`src/rtl/ysyx_22051013_muldiv_ctrl.sv`:
```
// Purpose  : sequences one M-extension op at a time onto the shared booth multiplier / radix-2 divider
// Latency  : accept->out_valid = 2 + unit handshake wait + unit compute; div-by-zero/overflow/illegal = 1
// Backpress: in_ready low while busy; x_valid held with stable operands until x_ready; result held until out_ready
//
// Ports:
//   i_clk, i_rst_n                 clock, asynchronous active-low reset
//   i_in_valid/o_in_ready          operation offer handshake (i_in_op, i_in_op1, i_in_op2)
//   i_flush / o_unit_flush         abort in-flight op / abort forwarded to both units
//   o_mul_valid/i_mul_ready        multiplier issue (o_mul_signed, o_mulw)
//   i_mul_out_valid                multiplier done (i_result_hi, i_result_lo)
//   o_div_valid/i_div_ready        divider issue (o_div_signed, o_divw)
//   i_div_out_valid                divider done (i_quotient, i_remainder)
//   o_mul_op1, o_mul_op2           latched operands, shared by both units
//   o_out_valid/i_out_ready        result handshake (o_out_res)
//   o_busy                         state != IDLE, execute-stage stall
module ysyx_22051013_muldiv_ctrl #(
    parameter int XLEN = 64
) (
    input  logic            i_clk,
    input  logic            i_rst_n,
    input  logic            i_in_valid,
    output logic            o_in_ready,
    input  logic [3:0]      i_in_op,
    input  logic [XLEN-1:0] i_in_op1,
    input  logic [XLEN-1:0] i_in_op2,
    input  logic            i_flush,
    output logic            o_mul_valid,
    input  logic            i_mul_ready,
    output logic [1:0]      o_mul_signed,
    output logic            o_mulw,
    input  logic            i_mul_out_valid,
    input  logic [XLEN-1:0] i_result_hi,
    input  logic [XLEN-1:0] i_result_lo,
    output logic            o_div_valid,
    input  logic            i_div_ready,
    output logic            o_div_signed,
    output logic            o_divw,
    input  logic            i_div_out_valid,
    input  logic [XLEN-1:0] i_quotient,
    input  logic [XLEN-1:0] i_remainder,
    output logic            o_unit_flush,
    output logic [XLEN-1:0] o_mul_op1,
    output logic [XLEN-1:0] o_mul_op2,
    output logic            o_out_valid,
    input  logic            i_out_ready,
    output logic [XLEN-1:0] o_out_res,
    output logic            o_busy
);

    localparam logic [2:0] S_IDLE      = 3'd0;
    localparam logic [2:0] S_ISSUE_MUL = 3'd1;
    localparam logic [2:0] S_WAIT_MUL  = 3'd2;
    localparam logic [2:0] S_ISSUE_DIV = 3'd3;
    localparam logic [2:0] S_WAIT_DIV  = 3'd4;
    localparam logic [2:0] S_DONE      = 3'd5;

    localparam logic [3:0] OP_MUL    = 4'd0;
    localparam logic [3:0] OP_MULH   = 4'd1;
    localparam logic [3:0] OP_MULHSU = 4'd2;
    localparam logic [3:0] OP_MULHU  = 4'd3;
    localparam logic [3:0] OP_MULW   = 4'd4;
    localparam logic [3:0] OP_DIV    = 4'd5;
    localparam logic [3:0] OP_DIVU   = 4'd6;
    localparam logic [3:0] OP_REM    = 4'd7;
    localparam logic [3:0] OP_REMU   = 4'd8;
    localparam logic [3:0] OP_DIVW   = 4'd9;
    localparam logic [3:0] OP_DIVUW  = 4'd10;
    localparam logic [3:0] OP_REMW   = 4'd11;
    localparam logic [3:0] OP_REMUW  = 4'd12;

    localparam logic [XLEN-1:0] ALL_ONES  = {XLEN{1'b1}};
    localparam logic [XLEN-1:0] INT_MIN   = {1'b1, {(XLEN-1){1'b0}}};
    localparam logic [XLEN-1:0] INT32_MIN = {{(XLEN-31){1'b1}}, 31'd0};

    function automatic logic f_is_w(input logic [3:0] op);
        return (op == OP_DIVW) || (op == OP_DIVUW) || (op == OP_REMW) || (op == OP_REMUW);
    endfunction

    function automatic logic f_is_rem(input logic [3:0] op);
        return (op == OP_REM) || (op == OP_REMU) || (op == OP_REMW) || (op == OP_REMUW);
    endfunction

    function automatic logic f_is_sdiv(input logic [3:0] op);
        return (op == OP_DIV) || (op == OP_REM) || (op == OP_DIVW) || (op == OP_REMW);
    endfunction

    function automatic logic [XLEN-1:0] f_sext32(input logic [XLEN-1:0] v);
        return {{(XLEN-32){v[31]}}, v[31:0]};
    endfunction

    logic [2:0]      r_state;
    logic [2:0]      w_state_nxt;
    logic [3:0]      r_op;
    logic [XLEN-1:0] r_op1;
    logic [XLEN-1:0] r_op2;
    logic [XLEN-1:0] r_res;
    logic [XLEN-1:0] w_res_nxt;
    logic            r_alive;
    logic [1:0]      r_mul_signed;
    logic            r_mulw;
    logic            r_div_signed;
    logic            r_divw;

    logic            w_accept;
    logic            w_in_is_mul;
    logic            w_in_is_div;
    logic            w_in_w;
    logic            w_in_rem;
    logic            w_in_sdiv;
    logic            w_div_zero;
    logic            w_div_ovf;
    logic [XLEN-1:0] w_special_res;
    logic [1:0]      w_in_mul_signed;
    logic [XLEN-1:0] w_mul_sel;
    logic [XLEN-1:0] w_div_sel;

    // r_alive keeps in_ready low until the first edge after reset release
    assign o_in_ready   = r_alive && (r_state == S_IDLE) && !i_flush;
    assign w_accept     = i_in_valid && o_in_ready;

    assign w_in_is_mul  = (i_in_op <= OP_MULW);
    assign w_in_is_div  = (i_in_op >= OP_DIV) && (i_in_op <= OP_REMUW);
    assign w_in_w       = f_is_w(i_in_op);
    assign w_in_rem     = f_is_rem(i_in_op);
    assign w_in_sdiv    = f_is_sdiv(i_in_op);

    assign w_div_zero   = w_in_w ? (i_in_op2[31:0] == 32'd0) : (i_in_op2 == '0);
    assign w_div_ovf    = w_in_sdiv &&
                          (w_in_w ? ((i_in_op1[31:0] == 32'h8000_0000) && (i_in_op2[31:0] == 32'hFFFF_FFFF))
                                  : ((i_in_op1 == INT_MIN) && (i_in_op2 == ALL_ONES)));

    // Resolved results for ops that never reach the divider
    always_comb begin
        w_special_res = '0;
        if (w_div_zero) begin
            if (w_in_rem) w_special_res = w_in_w ? f_sext32(i_in_op1) : i_in_op1;
            else          w_special_res = ALL_ONES;
        end else if (w_div_ovf) begin
            if (w_in_rem) w_special_res = '0;
            else          w_special_res = w_in_w ? INT32_MIN : i_in_op1;
        end
    end

    always_comb begin
        case (i_in_op)
            OP_MULHSU: w_in_mul_signed = 2'b10;
            OP_MULHU:  w_in_mul_signed = 2'b00;
            default:   w_in_mul_signed = 2'b11;
        endcase
    end

    always_comb begin
        case (r_op)
            OP_MUL:  w_mul_sel = i_result_lo;
            OP_MULW: w_mul_sel = f_sext32(i_result_lo);
            default: w_mul_sel = i_result_hi;
        endcase
    end

    always_comb begin
        w_div_sel = f_is_rem(r_op) ? i_remainder : i_quotient;
        if (f_is_w(r_op)) w_div_sel = f_sext32(w_div_sel);
    end

    always_comb begin
        w_state_nxt = r_state;
        w_res_nxt   = r_res;
        case (r_state)
            S_IDLE: begin
                if (w_accept) begin
                    if (w_in_is_mul) begin
                        w_state_nxt = S_ISSUE_MUL;
                    end else if (w_in_is_div && !w_div_zero && !w_div_ovf) begin
                        w_state_nxt = S_ISSUE_DIV;
                    end else begin
                        // special division case, or illegal op resolving to 0
                        w_state_nxt = S_DONE;
                        w_res_nxt   = w_in_is_div ? w_special_res : '0;
                    end
                end
            end
            S_ISSUE_MUL: if (i_mul_ready) w_state_nxt = S_WAIT_MUL;
            S_WAIT_MUL: begin
                if (i_mul_out_valid) begin
                    w_state_nxt = S_DONE;
                    w_res_nxt   = w_mul_sel;
                end
            end
            S_ISSUE_DIV: if (i_div_ready) w_state_nxt = S_WAIT_DIV;
            S_WAIT_DIV: begin
                if (i_div_out_valid) begin
                    w_state_nxt = S_DONE;
                    w_res_nxt   = w_div_sel;
                end
            end
            S_DONE: if (i_out_ready) w_state_nxt = S_IDLE;
            default: w_state_nxt = S_IDLE;
        endcase
        // flush wins over issue and capture; held result is simply dropped
        if (i_flush) begin
            w_state_nxt = S_IDLE;
            w_res_nxt   = r_res;
        end
    end

    always_ff @(posedge i_clk or negedge i_rst_n) begin
        if (!i_rst_n) begin
            r_state      <= S_IDLE;
            r_alive      <= 1'b0;
            r_op         <= '0;
            r_op1        <= '0;
            r_op2        <= '0;
            r_res        <= '0;
            r_mul_signed <= 2'b00;
            r_mulw       <= 1'b0;
            r_div_signed <= 1'b0;
            r_divw       <= 1'b0;
        end else begin
            r_state <= w_state_nxt;
            r_alive <= 1'b1;
            r_res   <= w_res_nxt;
            if (w_accept) begin
                r_op         <= i_in_op;
                r_op1        <= i_in_op1;
                r_op2        <= i_in_op2;
                r_mul_signed <= w_in_is_mul ? w_in_mul_signed : 2'b00;
                r_mulw       <= (i_in_op == OP_MULW);
                r_div_signed <= w_in_is_div && w_in_sdiv;
                r_divw       <= w_in_is_div && w_in_w;
            end
        end
    end

    assign o_mul_valid  = (r_state == S_ISSUE_MUL);
    assign o_div_valid  = (r_state == S_ISSUE_DIV);
    assign o_mul_signed = r_mul_signed;
    assign o_mulw       = r_mulw;
    assign o_div_signed = r_div_signed;
    assign o_divw       = r_divw;
    assign o_mul_op1    = r_op1;
    assign o_mul_op2    = r_op2;
    assign o_unit_flush = i_flush && (r_state != S_IDLE) && (r_state != S_DONE);
    assign o_out_valid  = (r_state == S_DONE);
    assign o_out_res    = r_res;
    assign o_busy       = (r_state != S_IDLE);

endmodule

```
`config.mk`:
```
export PLATFORM = sky130hd
export DESIGN_NAME = ysyx_22051013_muldiv_ctrl
export DESIGN_NICKNAME = d
export VERILOG_FILES = /design/src/rtl/ysyx_22051013_muldiv_ctrl.sv
export SDC_FILE = /design/constraint.sdc
export NUM_CORES = 1
export LEC_CHECK = 0
export BUFFER_PORTS_ARGS = -buffer_cell sky130_fd_sc_hd__buf_2
export CAP_MARGIN = 10
export CORE_AREA = 2 2 237 239
export DETAILED_ROUTE_END_ITERATION = 10
export DIE_AREA = 0 0 239 241
export HOLD_SLACK_MARGIN = 0.02
export PLACE_DENSITY = 0.4
export SLEW_MARGIN = 20
export SYNTH_ARGS = -nofsm -noshare
export SYNTH_HDL_FRONTEND = slang
export SYNTH_SLANG_ARGS = --single-unit
```
`constraint.sdc`:
```
create_clock -name i_clk -period 3 [get_ports i_clk]
set_input_delay 0.3 -clock i_clk [delete_from_list [all_inputs] [get_ports i_clk]]
set_output_delay 0.3 -clock i_clk [all_outputs]
set_load 0.005 [all_outputs]
```
=== Yosys cells after proc, flatten, opt, wreduce, memory -nomap -nowiden ===
Cells that the tools add are included.

* Flip-flop bits (word level): 205
* Latch bits: 0
* RAM bits: 0
* ROM bits: 0
* Bits of input ports: 397
* Output and inout bits: 203
* Memories: 0

* Add/sub/neg operators: 0
* $mul: 0
* Div/mod/pow operators: 0
* Order comparisons: 3
* Equality and inequality tests: 38
* Shift-type cells: 0
* Muxes and demuxes: 30
* Bitwise logic cells: 1
* Reduce and logical (&&, ||, !) cells: 39

{| class="wikitable"
|+ Operator list
! cell !! count
|-
| 64-bit 2-to-1 mux || 14
|-
| 64-bit one-hot mux with 3 select lines || 1
|-
| 64-bit == test, second input constant || 2
|-
| 64-bit one-hot mux with 2 select lines || 1
|-
| 32-bit == test, second input constant || 2
|-
| 64-bit logical NOT || 1
|-
| 4-bit == test, second input constant || 10
|-
| 32-bit logical NOT || 1
|-
| 3-bit 2-to-1 mux || 9
|-
| 4-bit by 3-bit == test with 1-bit output, second input constant || 5
|-
| 3-bit one-hot mux with 6 select lines || 1
|-
| 1-bit logical OR || 15
|-
| 1-bit logical AND || 13
|-
| 3-bit != test, second input constant || 4
|-
| 2-bit != test, second input constant || 5
|-
| 3-bit by 2-bit != test with 1-bit output, second input constant || 3
|-
| 4-bit by 2-bit == test with 1-bit output, second input constant || 2
|-
| 7-bit AND reduction || 1
|-
| 3-bit by 2-bit == test with 1-bit output, second input constant || 2
|-
| 3-bit == test, second input constant || 2
|-
| 6-bit AND reduction || 1
|-
| 3-bit nonzero test || 2
|-
| 4-bit by 3-bit greater-or-equal comparator with 1-bit output, second input constant || 1
|-
| 4-bit by 3-bit <= comparator with 1-bit output, second input constant || 1
|-
| other kinds (9) || 12
|}

=== Logic depth before layout (Yosys ltp) ===
Gate-level depths: netlist (run 1).

* Word-level depth: 13
* Gate-level depth with buffers: 10
* Depth with buffers taken out: 7

=== Least setup slack after synthesis (run 1) ===
Ideal clock, no wire load.

* Path type: input -> register
* Start: in i_in_op[0]
* End: reg r_res[35] (netlist: o_out_res[35])
* Data arrival time: 2.451 ns
* Setup slack: 0.421 ns
* Stages: 9
* Path buffers: 2
* Path through: buf_2 > or3_1 > and3_4 > nor4_1 > a21o_2 > a31oi_2 > a21oi_4 > buf_4 > mux2_1

* Cells in the longest elaborated chain, start to end: 13
* Elaborated cells between the ends (all ways): 41
* Those cells by class: order compare (3); eq/ne (9); mux (13); reduce/logical (16)

{| class="wikitable"
|+ RTL lines
! element !! line !! text
|-
| start, declared || 23 || <nowiki>input logic [3:0] i_in_op,</nowiki>
|-
| 4-bit == test, on equally long branches || 76, 84 ||
|-
| 1-bit logical OR (3 in series) || 76 || <nowiki>return (op == OP_DIVW) || (op == OP_DIVUW) || (op == OP_REMW) || (op == OP_REMUW);</nowiki>
|-
| 64-bit 2-to-1 mux or 1-bit 2-to-1 mux (tied branches) || 140, 129 ||
|-
| 64-bit 2-to-1 mux or 1-bit logical AND (tied branches) || 139, 128 ||
|-
| 64-bit 2-to-1 mux || 138 || <nowiki>end else if (w_div_ovf) begin</nowiki>
|-
| 64-bit 2-to-1 mux || 135 || <nowiki>if (w_div_zero) begin</nowiki>
|-
| 64-bit 2-to-1 mux || 178 || <nowiki>w_res_nxt = w_in_is_div ? w_special_res : '0;</nowiki>
|-
| 64-bit 2-to-1 mux || 173 || <nowiki>end else if (w_in_is_div && !w_div_zero && !w_div_ovf) begin</nowiki>
|-
| 64-bit 2-to-1 mux || 171 || <nowiki>if (w_in_is_mul) begin</nowiki>
|-
| 64-bit 2-to-1 mux || 170 || <nowiki>if (w_accept) begin</nowiki>
|-
| 64-bit one-hot mux with 3 select lines || 168 || <nowiki>case (r_state)</nowiki>
|-
| end signal, assigned || 221 || <nowiki>r_res <= w_res_nxt;</nowiki>
|-
| end, declared || 96 || <nowiki>logic [XLEN-1:0] r_res;</nowiki>
|}

Parallel ways exist; a longest one is shown, timed or not. The select of a mux whose other input is x is not followed.
A chain may end at the register's enable or synchronous reset.

=== Worst setup path in the final report (run 1) ===
* Start: in i_in_op1[60]
* End: reg r_res[44] (netlist: o_out_res[44])

* Cells in the longest elaborated chain, start to end: 11
* Elaborated cells between the ends (all ways): 15
* Those cells by class: eq/ne (2); mux (8); reduce/logical (5)

{| class="wikitable"
|+ RTL lines
! element !! line !! text
|-
| start, declared || 24 || <nowiki>input logic [XLEN-1:0] i_in_op1,</nowiki>
|-
| 64-bit == test (*) || 130 || <nowiki>: ((i_in_op1 == INT_MIN) && (i_in_op2 == ALL_ONES)));</nowiki>
|-
| 1-bit logical AND (*) || 130 ||
|-
| 1-bit 2-to-1 mux (*) || 129 || <nowiki>(w_in_w ? ((i_in_op1[31:0] == 32'h8000_0000) && (i_in_op2[31:0] == 32'hFFFF_FFFF))</nowiki>
|-
| 1-bit logical AND (*) || 128 || <nowiki>assign w_div_ovf = w_in_sdiv &&</nowiki>
|-
| 64-bit 2-to-1 mux || 138 ||
|-
| 64-bit 2-to-1 mux || 135 ||
|-
| 64-bit 2-to-1 mux || 178 ||
|-
| 64-bit 2-to-1 mux || 173 ||
|-
| 64-bit 2-to-1 mux || 171 ||
|-
| 64-bit 2-to-1 mux || 170 ||
|-
| 64-bit one-hot mux with 3 select lines || 168 ||
|}

Mark *: on every way between the ends. The rest lies on a longest branch, timed or not. The select of a mux whose other input is x is not followed.

==> results of run 1 <==
==> logic make-up (layout without fill, tap and decap cells) <==
group	Yosys count	in the layout	synth area share, %
mux	120	120	11.2
other cells	1	3	0.0331
fa+ha+maj	1	1	0.0883
compound gates	247	247	13.9
simple gates	670	670	25.0
xor+xnor	4	4	0.309
buf+inv	112	822	4.16
flops	205	205	45.3
==> cells in the mapped netlist, drive strengths merged (3+ instances only) <==
| master | count |
|---|---|
| o21a | 9 |
| a21o | 4 |
| a2bb2oi | 10 |
| clkbuf | 81 |
| inv | 14 |
| mux2 | 56 |
| nor3b | 4 |
| buf | 17 |
| or4 | 6 |
| nand4 | 16 |
| a31oi | 4 |
| and3 | 4 |
| a211oi | 33 |
| dfrtp | 205 |
| mux2i | 64 |
| nand2 | 452 |
| o22a | 32 |
| and2 | 3 |
| o21ai | 70 |
| nor4 | 29 |
| or3 | 3 |
| nor2 | 96 |
| xnor2 | 3 |
| nand4b | 4 |
| a21oi | 72 |
| nand3 | 39 |
| nor3 | 3 |
==> placed cells by master, fill, tap and decap left out, drive strengths merged, types with 3 or more instances in the layout <==
| cell type | instances |
|---|---|
| nand3 | 39 |
| nor2 | 96 |
| nor3b | 4 |
| a31oi | 4 |
| inv | 14 |
| o21ai | 70 |
| dfrtp | 205 |
| a21o | 4 |
| nand2 | 452 |
| nor4 | 29 |
| mux2 | 56 |
| nand4b | 4 |
| a21oi | 72 |
| clkbuf | 42 |
| xnor2 | 3 |
| o22a | 32 |
| or3 | 3 |
| dlygate4sd3 | 109 |
| nand4 | 16 |
| buf | 651 |
| and3 | 4 |
| a2bb2oi | 10 |
| o21a | 9 |
| mux2i | 64 |
| or4 | 6 |
| and2 | 3 |
| nor3 | 3 |
| a211oi | 33 |
==> flip-flops by register name, indices dropped and copies added (netlist names), 2 cells and up <==
name / cells
o_mul_op1: 64
o_out_res: 64
r_op: 4
r_state: 3
o_mul_signed: 2
o_mul_op2: 64
==> worst min path at each step <==
| stage | cells after the start | endpoint |
|---|---|---|
| after floorplan | 0 | o_div_signed |
| after global placement | 1 | o_mul_op2[55] |
| after detailed placement | 1 | o_mul_op2[41] |
| after CTS | 3 | o_mul_op1[21] |
| after global routing | 3 | o_mul_op1[63] |
| final | 3 | o_mul_op1[32] |
==> cell type report <==
type | instances | area (sq um) | share of cell area [%]
antenna | 2 | 5.00 | 0.0286
timing repair buffer | 760 | 4650 | 26.6
tap | 704 | 881 | 5.04
sequential | 205 | 5130 | 29.3
inverter | 14 | 52.6 | 0.301
multi-input combinational | 1043 | 5860 | 33.5
clock inverter | 6 | 85.1 | 0.487
clock buffer | 42 | 812 | 4.65
==> tightest hold or removal path: stages <==
cell and delay, ns:
buf_2 0.12, nand2_1 0.07, nand2_1 0.06
==> power by group through the flow <==
| stage | logic, mW | registers (mW) | clock network (mW) |
|---|---|---|---|
| 2_1_floorplan | 2.20 | 4.29 | 0 |
| 6_report | 4.93 | 4.25 | 3.34 |
| 4_1_cts | 5.01 | 4.27 | 3.45 |
| 3_5_place_dp | 4.89 | 4.29 | 0 |
| 3_3_place_gp | 4.87 | 4.27 | 0 |
| 5_1_grt | 5.41 | 4.37 | 3.56 |
==> routing by layer <==
metal  GRT usage, %  wire (microns)  up-vias
met3           4.35            4010      106
met4           7.77            2520        2
li1               -               -     6059
met5              0              16        -
met2           34.6           28900      535
met1           22.7           22800     6018
==> through the flow <==
step / power, mW / hold slack (ns) / area [sq um] / setup slack [ns] / utilization (%)
global route: 13.3 / 0.0302 / 17500 / 0.0217 / 31.8
CTS: 12.7 / 0.0228 / 17500 / 0.00137 / 31.8
global placement: 9.14 / 0.311 / 15500 / -0.266 / 28.2
finish: 12.5 / 0.0433 / 17500 / 0.160 / 31.9
floorplan: 6.49 / 0.00441 / 11300 / 0.421 / -
detailed placement: 9.18 / 0.312 / 15500 / -0.286 / 28.2
==> repair_timing <==
item / in CTS / in global routing
setup endpoints to repair: 0 / 49
hold buffers: 109 / 0
endpoints found under the hold margin: 169 / 0
buffers inserted: 0 / 0
resized for setup: 0 / 3
==> summary by stage, run 1 <==
Synthesis
The mean area per synthesized cell is 8.33 sq um. Counting every net in the synthesized netlist gives 1757. In the synthesized netlist the dominant register cell turns out to be dfrtp_1. Of the synthesized area, sequential elements account for 45.3%. Sorting the synthesized cells by area gives the leading types as dfrtp_1 (45%), nand2_1 (15%), mux2i_1 (5.7%).

The biggest area contributor in the post-synthesis netlist is dfrtp_1. The share of the synthesized area in the top cell type is 45.3%. The Yosys step of the flow raised 0 warnings. The synthesized design contains 0 enable-type register cells. After technology mapping, the gate count stands at 1360. The number of unique standard cell types used by synthesis is 58. In the synthesized netlist the async set-or-reset flop fraction comes to 100%. After synthesis the cells add up to 11300 sq um. The post-synthesis sequential element count is 205.

Timing
The final period demand of the worst path is 2.84 ns. Headroom to the max-slew limit came out at 44.2%. Clock skew on the completed layout was measured at 0.0126 ns.

The max-slew violation count is 0. The count of endpoints failing hold in the final timing report is 0. At the pin with the least slew margin, the transition time is 0.837 ns. Based on the critical path, the design can be clocked at up to 352 MHz. The share of the clock period used by the worst path after layout is 94.7%. The number of setup violations in the final report is 0. Setup repair after global routing left no endpoint under its margin. After routing, the total negative slack on setup checks comes to 0 ns.

CTS
Clock tree synthesis inserted a total of 27 buffers. After clock tree synthesis, the clock-pin slew on the worst setup and hold paths is 0.06 ns. Clock latency on the worst-skew pair, taken at its later pin, is 0.55 ns.

The total clock sinks is 205. The clock tree from TritonCTS is yes. The number of H-tree branching levels is 1. The longest clock path from root to sink contains 3 buffers. The clock tree root driver cell is clkbuf_16.

Worst setup path
For this design, the slowest cell found on the critical path is or4_1. Together, buffers and inverters on the worst path number 3. The cell count along the critical path is 10. The setup slack on the worst flop-to-flop path is 0.28 ns. The critical-path maximum fanout is 26. The kind of critical path is input pin to flip-flop. The highest cell delay on the worst timing path is 0.57 ns. The signal on the critical path passes through dlygate4sd3_1 -> buf_2 -> nand4bb_1 -> or4_1 -> nor4_2 -> a21o_2 -> a31oi_2 -> a21oi_4 -> buf_12 -> mux2_2. The critical path data required time is 3.43 ns. The worst register-to-register path ends at o_out_res[22]. In this run the critical register-to-register path is launched from r_op[2]. Measured in cells, the most critical reg-to-reg path has a length of 8. In this run the worst setup path terminates at o_out_res[44]. Tracing the worst setup path back leads to its startpoint at i_in_op1[60]. The worst setup path is captured at a flip-flop. The startpoint type of the worst setup path is an input pin.

For the worst setup path, the data arrival time is 3.27 ns. In this design, the largest share of critical-path delay is due to simple AND/OR/NAND/NOR gates.

Placed design
The number of placed cells counting well taps is 2617. The detailed placer's ending HPWL is 45000 microns. The number of I/O port buffers is 599. The final weighted congestion of routability-driven global placement is 0.863.

Pwr
The worst supply voltage drop on vdd is 353 uV. The total power per unit cell area is 716 nW/um^2. Summed over all cells, the static leakage comes to 9.17 nW. The combinational power share is 39.4%. The clock network is responsible for 26.7% of the overall power. Net switching is 37.0% of the power. The internal power summed over all cells is 7.88 mW. The switching power is 4.63 mW. Per report_power, the sequential group accounts for 34.0% of the total.

Drt
In the routed layout, each cell is associated on average with a via count of 4.58. The first routing iteration left 645 violations. The first detailed-routing pass ran for 5 iterations. After detailed routing, the average wire length per cell comes to 21.0 microns. The DRC violations left is 0. The final layout contains routed wiring with a total length of 58200 microns. The count of antenna-violating nets left after detailed routing is 0.

Across all layers, the routed design uses 12.7k vias.

Floorplan
The floorplan die area is 57600 sq um. The core region is 54900 sq um. The starting density of the core is 20.7%. From left edge to right edge, the die measures 239 microns. The number of placement rows is 86. The height of the die is 241 microns. The total I/O pin count is 600.

Run status
The run finished with clean final reports.

GRT
Summed over all layers, the global routing overflow is 0. Entering global routing, the biggest net connects 126 pins. The total global routing track utilization is 19.5%. The wire length of the first global-routing pass is 83900 microns. The initial antenna violation count is 4. The via count of the first global-routing pass is 13.2k.

Min path
The start point of the worst min-delay path is i_in_op1[32]. The class of the tightest hold or removal check is input pin to flip-flop.

Finish
Of the cells placed in the final design, the portion with a size suffix greater than 1 is 36.7%. The layout net count is 2448. After the flow finishes, the layout carries non-filler instances totaling 2776. The number of inserted filler cells in the final layout is 5945. The layout overhead on the synthesized area is 54.2%.

Flow run
The number of violations of the max-capacitance limit is 0.
Note: power is estimated with default switching activity, not from simulation.
==> run 2, diff against run 1 <==
--- a/config.mk
+++ b/config.mk
@@ -10,8 +10,10 @@
 export CORE_AREA = 2 2 237 239
 export DETAILED_ROUTE_END_ITERATION = 10
 export DIE_AREA = 0 0 239 241
+export GPL_TIMING_DRIVEN = 1
 export HOLD_SLACK_MARGIN = 0.02
 export PLACE_DENSITY = 0.4
+export RECOVER_POWER = 100
 export SLEW_MARGIN = 20
 export SYNTH_ARGS = -nofsm -noshare
 export SYNTH_HDL_FRONTEND = slang
==> run 2 against run 1 <==
The run now ends with max-capacitance violations, max-slew violations left. Utilization is 0.54 points lower. Cell count stayed put. Global-route usage stayed put. Non-clock buffer count stayed put. Worst hold slack worse by 0.0020 ns. Clock-buffer cell count stayed put. Clock skew hardly changed. Critical endpoint is now o_out_res[27].
==> summary by stage, run 2 (same netlist as run 1, synthesis figures left out) <==
Floorplan
The core outline area is 54900 sq um. The chip width is 239 microns. For this configuration, the core starts out at a cell density of 20.7%. After floorplanning, the core was divided into 86 placement rows.

The total I/O pin count is 600. In this run the vertical extent of the chip is 241 microns. The floorplan step defined a die boundary enclosing 57600 sq um.

Worst setup path
The worst register-to-register path has a depth of 5. The sort of element at the end of the critical path is a flip-flop. The critical path data required time is 3.43 ns. The critical register-to-register path startpoint is r_state[1]. The arrival time at the worst endpoint is 3.27 ns. The most critical setup path has its startpoint at i_in_op1[60]. The kind of critical path is input pin to flip-flop. The startpoint type of the worst setup path is an input pin. The critical-path maximum fanout is 10.

Run status
The final reports fail on max-capacitance violations, max-slew violations. The flow ran to the end, but the final reports show violations.

Placed design
The final weighted congestion of routability-driven global placement is 0.863. The detailed placer's ending HPWL is 45000 microns. In this run the cell area measured after placement is 15500 sq um. The number of I/O port buffers is 599.

Timing
Setup violations remaining at the end of the flow were counted as 0. The final period demand of the worst path is 2.84 ns. The worst slew slack as a fraction of its limit is -18.6%. The maximum clock skew at final layout is 0.0123 ns.

The final critical path takes up 94.8% of the cycle. The max-slew violation count is 190. The count of endpoints failing hold in the final timing report is 0. Static timing analysis puts the maximum clock frequency at 352 MHz. For the pin with the worst max-slew slack, the measured transition is 1.78 ns.

Setup repair after global routing left no endpoint under its margin.

Finish
The area growth from synthesis to layout is 51.6%. The ratio of cells with drive above 1 in the final layout is 28.2%. In the layout the commonest cells are nand2_1 (452), buf_2 (424), dfrtp_1 (205), clkbuf_1 (182), dlygate4sd3_1 (109). Leaving out fill and tap cells, the most frequent cell in the layout is nand2_1. After routing the design area is 17200 sq um.

For this run, the share of the core covered by cells in the final layout is 31.3%. The layout net count is 2448.

CTS
At the later pin of the worst-skew pair, clock insertion delay measures 0.55 ns. The total clock sinks is 205. Counting the buffers created by CTS gives 27. In this run the number of H-tree levels came out at 1.

The clock tree root driver cell is clkbuf_16. TritonCTS built the clock tree. After clock tree synthesis, the clock-pin slew on the worst setup and hold paths is 0.06 ns. The clock passes through at most 3 buffers.

GRT
The first global-routing pass estimated 83900 microns of wire. The initial antenna violation count is 4. Entering global routing, the biggest net connects 126 pins. The via count of the first global-routing pass is 13.2k.

The total global routing track utilization is 19.5%. The global route total overflow is 0.

Min path
The min-delay analysis places its worst path in the category input pin to flip-flop. Counting instances, the worst hold path has a depth of 3. The start point of the worst min-delay path is i_in_op1[32].

Drt
Once detail routing completed, the nets flagged for antenna violations numbered 0. Detailed routing inserted a total of 12.7k vias. The average wire per standard cell is 21.0 microns. The final wirelength is 58300 microns.

For this run, the detailed router's first-pass iteration total came to 5. The via-per-instance ratio is 4.58. The DRC violations left is 0. After the first detailed-routing iteration, the DRC count stood at 611.

Pwr
For this design the ratio of total power to cell area is 717 nW/um^2. The leakage power is 8.52 nW. The worst supply voltage drop on vdd is 352 uV.

Flow run
Across the run, the number of max-cap violations was 2.
run 2: changes by cell type in the layout (fill, tap and decap cells not counted), sizes merged:
cell    previous run  this run
buf              651       469
clkbuf            42       224
run 2: worst paths after layout:
path / end / slack [ns]
min in group asynchronous: o_mul_op2[41] / 0.76
worst min-delay path: o_mul_op1[32] / 0.04
worst min register to register: o_mul_op2[26] / 0.47
max in group asynchronous: o_out_res[21] / 0.62
worst max-delay path: o_out_res[27] / 0.16
worst max register to register: r_state[1] / 0.28
run 2: critical path, stage by stage:
cell and delay [ns]:
dlygate4sd3_1 0.56, buf_2 0.16, nand4bb_1 0.17, or4_1 0.57, nor4_2 0.29, a21o_2 0.22, a31oi_2 0.12, a21oi_4 0.25
buf_4 0.25, mux2_2 0.36
run 2: metrics by stage:
stage	std cells	total power, mW	worst slack [ns]	setup TNS (ns)	hold slack [ns]
CTS	2774	12.7	0.00137	0	0.0228
finish	2776	12.3	0.157	0	0.0413
detailed placement	2617	9.18	-0.286	-15.86	0.312
global route	2775	13.1	0.0206	0	0.0302
global placement	2617	9.14	-0.266	-15.13	0.311
floorplan	1360	6.49	0.421	0	0.00441
run 2: metal layers:
metal | vias to the layer above | share of wire, % | global-route usage [%]
met5 | - | 0.027 | 0
met4 | 2 | 4.3 | 7.77
met3 | 105 | 6.7 | 4.35
met2 | 515 | 49 | 34.6
met1 | 6037 | 40 | 22.7
li1 | 6056 | - | -
run 2: final cells by class:
| type | instances | area, sq um |
|---|---|---|
| Tap cell | 704 | 881 |
| Sequential cell | 205 | 5130 |
| Multi-Input combinational cell | 1043 | 5860 |
| Antenna cell | 2 | 5.00 |
| Clock buffer | 42 | 812 |
| Clock inverter | 6 | 85.1 |
| Inverter | 14 | 52.6 |
| Timing Repair Buffer | 760 | 4360 |
| Fill cell | 5999 | 37700 |
run 2: what timing repair did:
item / in CTS / in global routing
buffers inserted: 0 / 0
gates resized for setup: 0 / 3
hold buffers: 109 / 0
setup endpoints to repair: 0 / 49
endpoints found under the hold margin: 169 / 0
run 2: report_power, final:
group / total [mW] / switching (mW) / internal [mW]
sequential: 4.27 / 0.574 / 3.70
combinational: 4.71 / 2.76 / 1.94
clock: 3.34 / 1.32 / 2.01
==> run 3, diff against run 2 <==
--- a/config.mk
+++ b/config.mk
@@ -14,6 +14,7 @@
 export HOLD_SLACK_MARGIN = 0.02
 export PLACE_DENSITY = 0.4
 export RECOVER_POWER = 100
+export REMOVE_ABC_BUFFERS = 1
 export SLEW_MARGIN = 20
 export SYNTH_ARGS = -nofsm -noshare
 export SYNTH_HDL_FRONTEND = slang
==> run 3 against run 2 <==
Critical path depth up 1. Cell area up 0.56%. Cell count up 0.29%. Clock-buffer cell count down 3. Global-route usage down 0.82 points. Via count down 0.53%. Clock skew down 0.0025 ns. Wire length down 3.3%. Register-to-register slack better by 0.04 ns. Clock power down 1%. Worst hold slack worse by 0.0018 ns. Largest cell class unchanged. The run still ends with max-capacitance violations, max-slew violations left. Utilization up 0.18 points. Highest routed layer unchanged.
==> summary by stage, run 3 (same netlist as run 1, synthesis figures left out) <==
Pwr
The leakage power is 8.57 nW. The combinational power share is 38.1%. The worst supply voltage drop on vdd is 384 uV.

In this run the power density over the cells is 705 nW/um^2. The power share of the sequential group is 34.9%. The switching power is 4.58 mW. Net switching is 37.5% of the power. The clock share of power is 27.0%. The internal power summed over all cells is 7.61 mW.

GRT
The via count of the first global-routing pass is 12.9k. Global routing consumed, over all layers together, 18.6% of the routing resources. The wire length of the first global-routing pass is 81100 microns. The largest net degree at the start of global routing is 126. The total overflow left after global routing is 0.

The initial antenna violation count is 5.

CTS
In this run, CTS created clock tree buffers numbering 27. The tree is rooted in a clkbuf_16. TritonCTS built the clock tree. Clock latency on the worst-skew pair, taken at its later pin, is 0.54 ns. The clock passes through at most 3 buffers.

The tree built by TritonCTS fans out to 205 sinks. In this run the number of H-tree levels came out at 1. The clock transition at the register clock pins on the worst setup and hold paths after CTS is 0.06 ns.

Finish
The number of inserted filler cells in the final layout is 5989. With fillers left out, the area of the finished cells amounts to 17300 sq um. In the layout the commonest cells are nand2_1 (452), buf_2 (422), dfrtp_1 (205), clkbuf_1 (183), dlygate4sd3_1 (113). In the final design database the tool counted 2457 nets. The layout overhead on the synthesized area is 52.5%. The library cell used most frequently in the layout, excluding fill and tap cells, is nand2_1.

Cells with a size suffix above 1 make up 28.3% of the layout. The number of standard cells in the layout, taps in and fillers out is 2784. The sequential standard cell area is 5130 sq um. The area of combinational cells with multiple inputs is 5850 sq um.

Timing
The max-slew violation count came to 188. The clock period could shrink to 2.91 ns. The final critical path takes up 96.9% of the cycle. At the pin with the least slew margin, the transition time is 1.84 ns. The worst slew slack as a fraction of its limit is -22.5%. The highest attainable clock frequency is 344 MHz. The hold slack is 0.0396 ns. The count of endpoints failing hold in the final timing report is 0. Once routing completed, OpenROAD measured the worst setup slack at 0.0927 ns. Setup violations remaining at the end of the flow were counted as 0. For the final database, setup skew stands at 0.00979 ns.

Setup repair after global routing left no endpoint under its margin.

Floorplan
600 I/O pins were placed. The core outline area is 54900 sq um. The number of placement rows is 86. The floorplan step set the die height to 241 microns. The chip width is 239 microns. The floorplan die area is 57600 sq um. Once the floorplan was initialized, standard cells occupied 20.7% of the core.

Worst setup path
The critical path data required time is 3.42 ns. STA classifies the critical path endpoint as a flip-flop. In this run the worst path has a maximum fanout of 8. The worst setup path is launched from an input pin.

Data arrives at the worst endpoint at 3.33 ns. By startpoint and endpoint, the worst setup path is classified as input pin to flip-flop.

Placed design
The final weighted congestion of routability-driven global placement is 0.863. Timing analysis after detailed placement gives a worst setup slack of -0.435 ns. Port buffering added 599 buffers.

Summed over all nets, the half-perimeter wirelength after detailed placement is 42900 microns. Once placement finished, the instance area stood at 15500 sq um. The number of placed cells counting well taps is 2619.

Drt
After detailed routing, the number of vias per cell comes to 4.54. The number of detailed-route iterations in the first pass is 5. The number of violations reported at the end of detailed-routing iteration 0 is 673.

The count of nets left with antenna violations once routing finished came out at 0. The average wire per standard cell is 20.2 microns. The DRC violations left is 0. Detailed routing inserted a total of 12.6k vias. Wires add up to 56400 microns.

Run status
The flow ran to the end, but the final reports show violations. The final reports fail on max-capacitance violations, max-slew violations.

Min path
The worst hold path belongs to the class input pin to flip-flop.

Flow run
Across the run, the number of max-cap violations was 2.
[run 3: changes by cell type in the layout (fill, tap and decap cells not counted), sizes merged]
cell	previous run	this run
buf	469	474
dlygate4sd3	109	113
clkbuf	224	221
clkinv	2	5
clkinvlp	2	1
diode	2	1
inv	14	15
[run 3: cell type report]
| cell class | instances | area share, % |
|---|---|---|
| multi-input combinational | 1043 | 33.9 |
| sequential | 205 | 29.7 |
| timing repair buffer | 769 | 25.9 |
| tap | 704 | 5.10 |
| clock buffer | 39 | 4.52 |
| clock inverter | 9 | 0.623 |
| inverter | 14 | 0.304 |
| antenna | 1 | 0.0145 |
[run 3: worst max-delay path, stage by stage]
cell and delay, ns:
dlygate4sd3_1 0.55, buf_2 0.14, or4_1 0.65, nor4_2 0.25, and4b_1 0.28, buf_4 0.14
a31oi_2 0.12, a21oi_4 0.22, buf_12 0.14, buf_4 0.18, mux2_2 0.35
[run 3: path summary, 6_finish.rpt]
| kind | depth (start not counted) | endpoint | from | slack (ns) |
|---|---|---|---|---|
| setup / recovery | 11 | o_out_res[3] | i_in_op1[6] | 0.09 |
| hold / removal | 3 | o_mul_op1[19] | i_in_op1[19] | 0.04 |
| setup reg to reg | 6 | o_mul_op1[42] | r_state[1] | 0.32 |
| hold reg to reg | 2 | o_mul_op2[14] | o_mul_op2[14] | 0.47 |
| max in group asynchronous | 3 | o_mul_op2[12] | i_rst_n | 0.59 |
| min in group asynchronous | 2 | o_mul_op1[62] | i_rst_n | 0.80 |
[run 3: power by group through the flow]
| stage | sequential, mW | combinational (mW) | clock [mW] |
|---|---|---|---|
| final | 4.25 | 4.65 | 3.29 |
| after global routing | 4.38 | 5.13 | 3.51 |
| after CTS | 4.24 | 4.94 | 3.39 |
| after detailed placement | 4.27 | 4.82 | 0 |
| after global placement | 4.24 | 4.80 | 0 |
| after floorplan | 4.30 | 2.19 | 0 |
[run 3: per-stage QoR]
step	util, %	power, mW	TNS, ns
2_1_floorplan	-	6.49	-445.52
3_3_place_gp	28.2	9.04	-22.43
3_5_place_dp	28.2	9.08	-25.50
4_1_cts	31.9	12.6	0
5_1_grt	31.5	13.0	0
6_report	31.5	12.2	0
[run 3: metal layers]
metal / GRT usage, % / vias up / part of all wire (%)
li1: - / 6065 / -
met3: 4.15 / 74 / 7.1
met1: 22.2 / 5983 / 40
met5: 0 / - / 0.10
met4: 4.30 / 10 / 2.5
met2: 34.0 / 515 / 50
[run 3: timing repair]
| item | CTS | global route |
|---|---|---|
| hold buffers | 113 | 0 |
| resized for setup | 0 | 6 |
| setup endpoints to repair | 0 | 63 |
| endpoints found under the hold margin | 171 | 0 |
| buffers inserted | 0 | 1 |
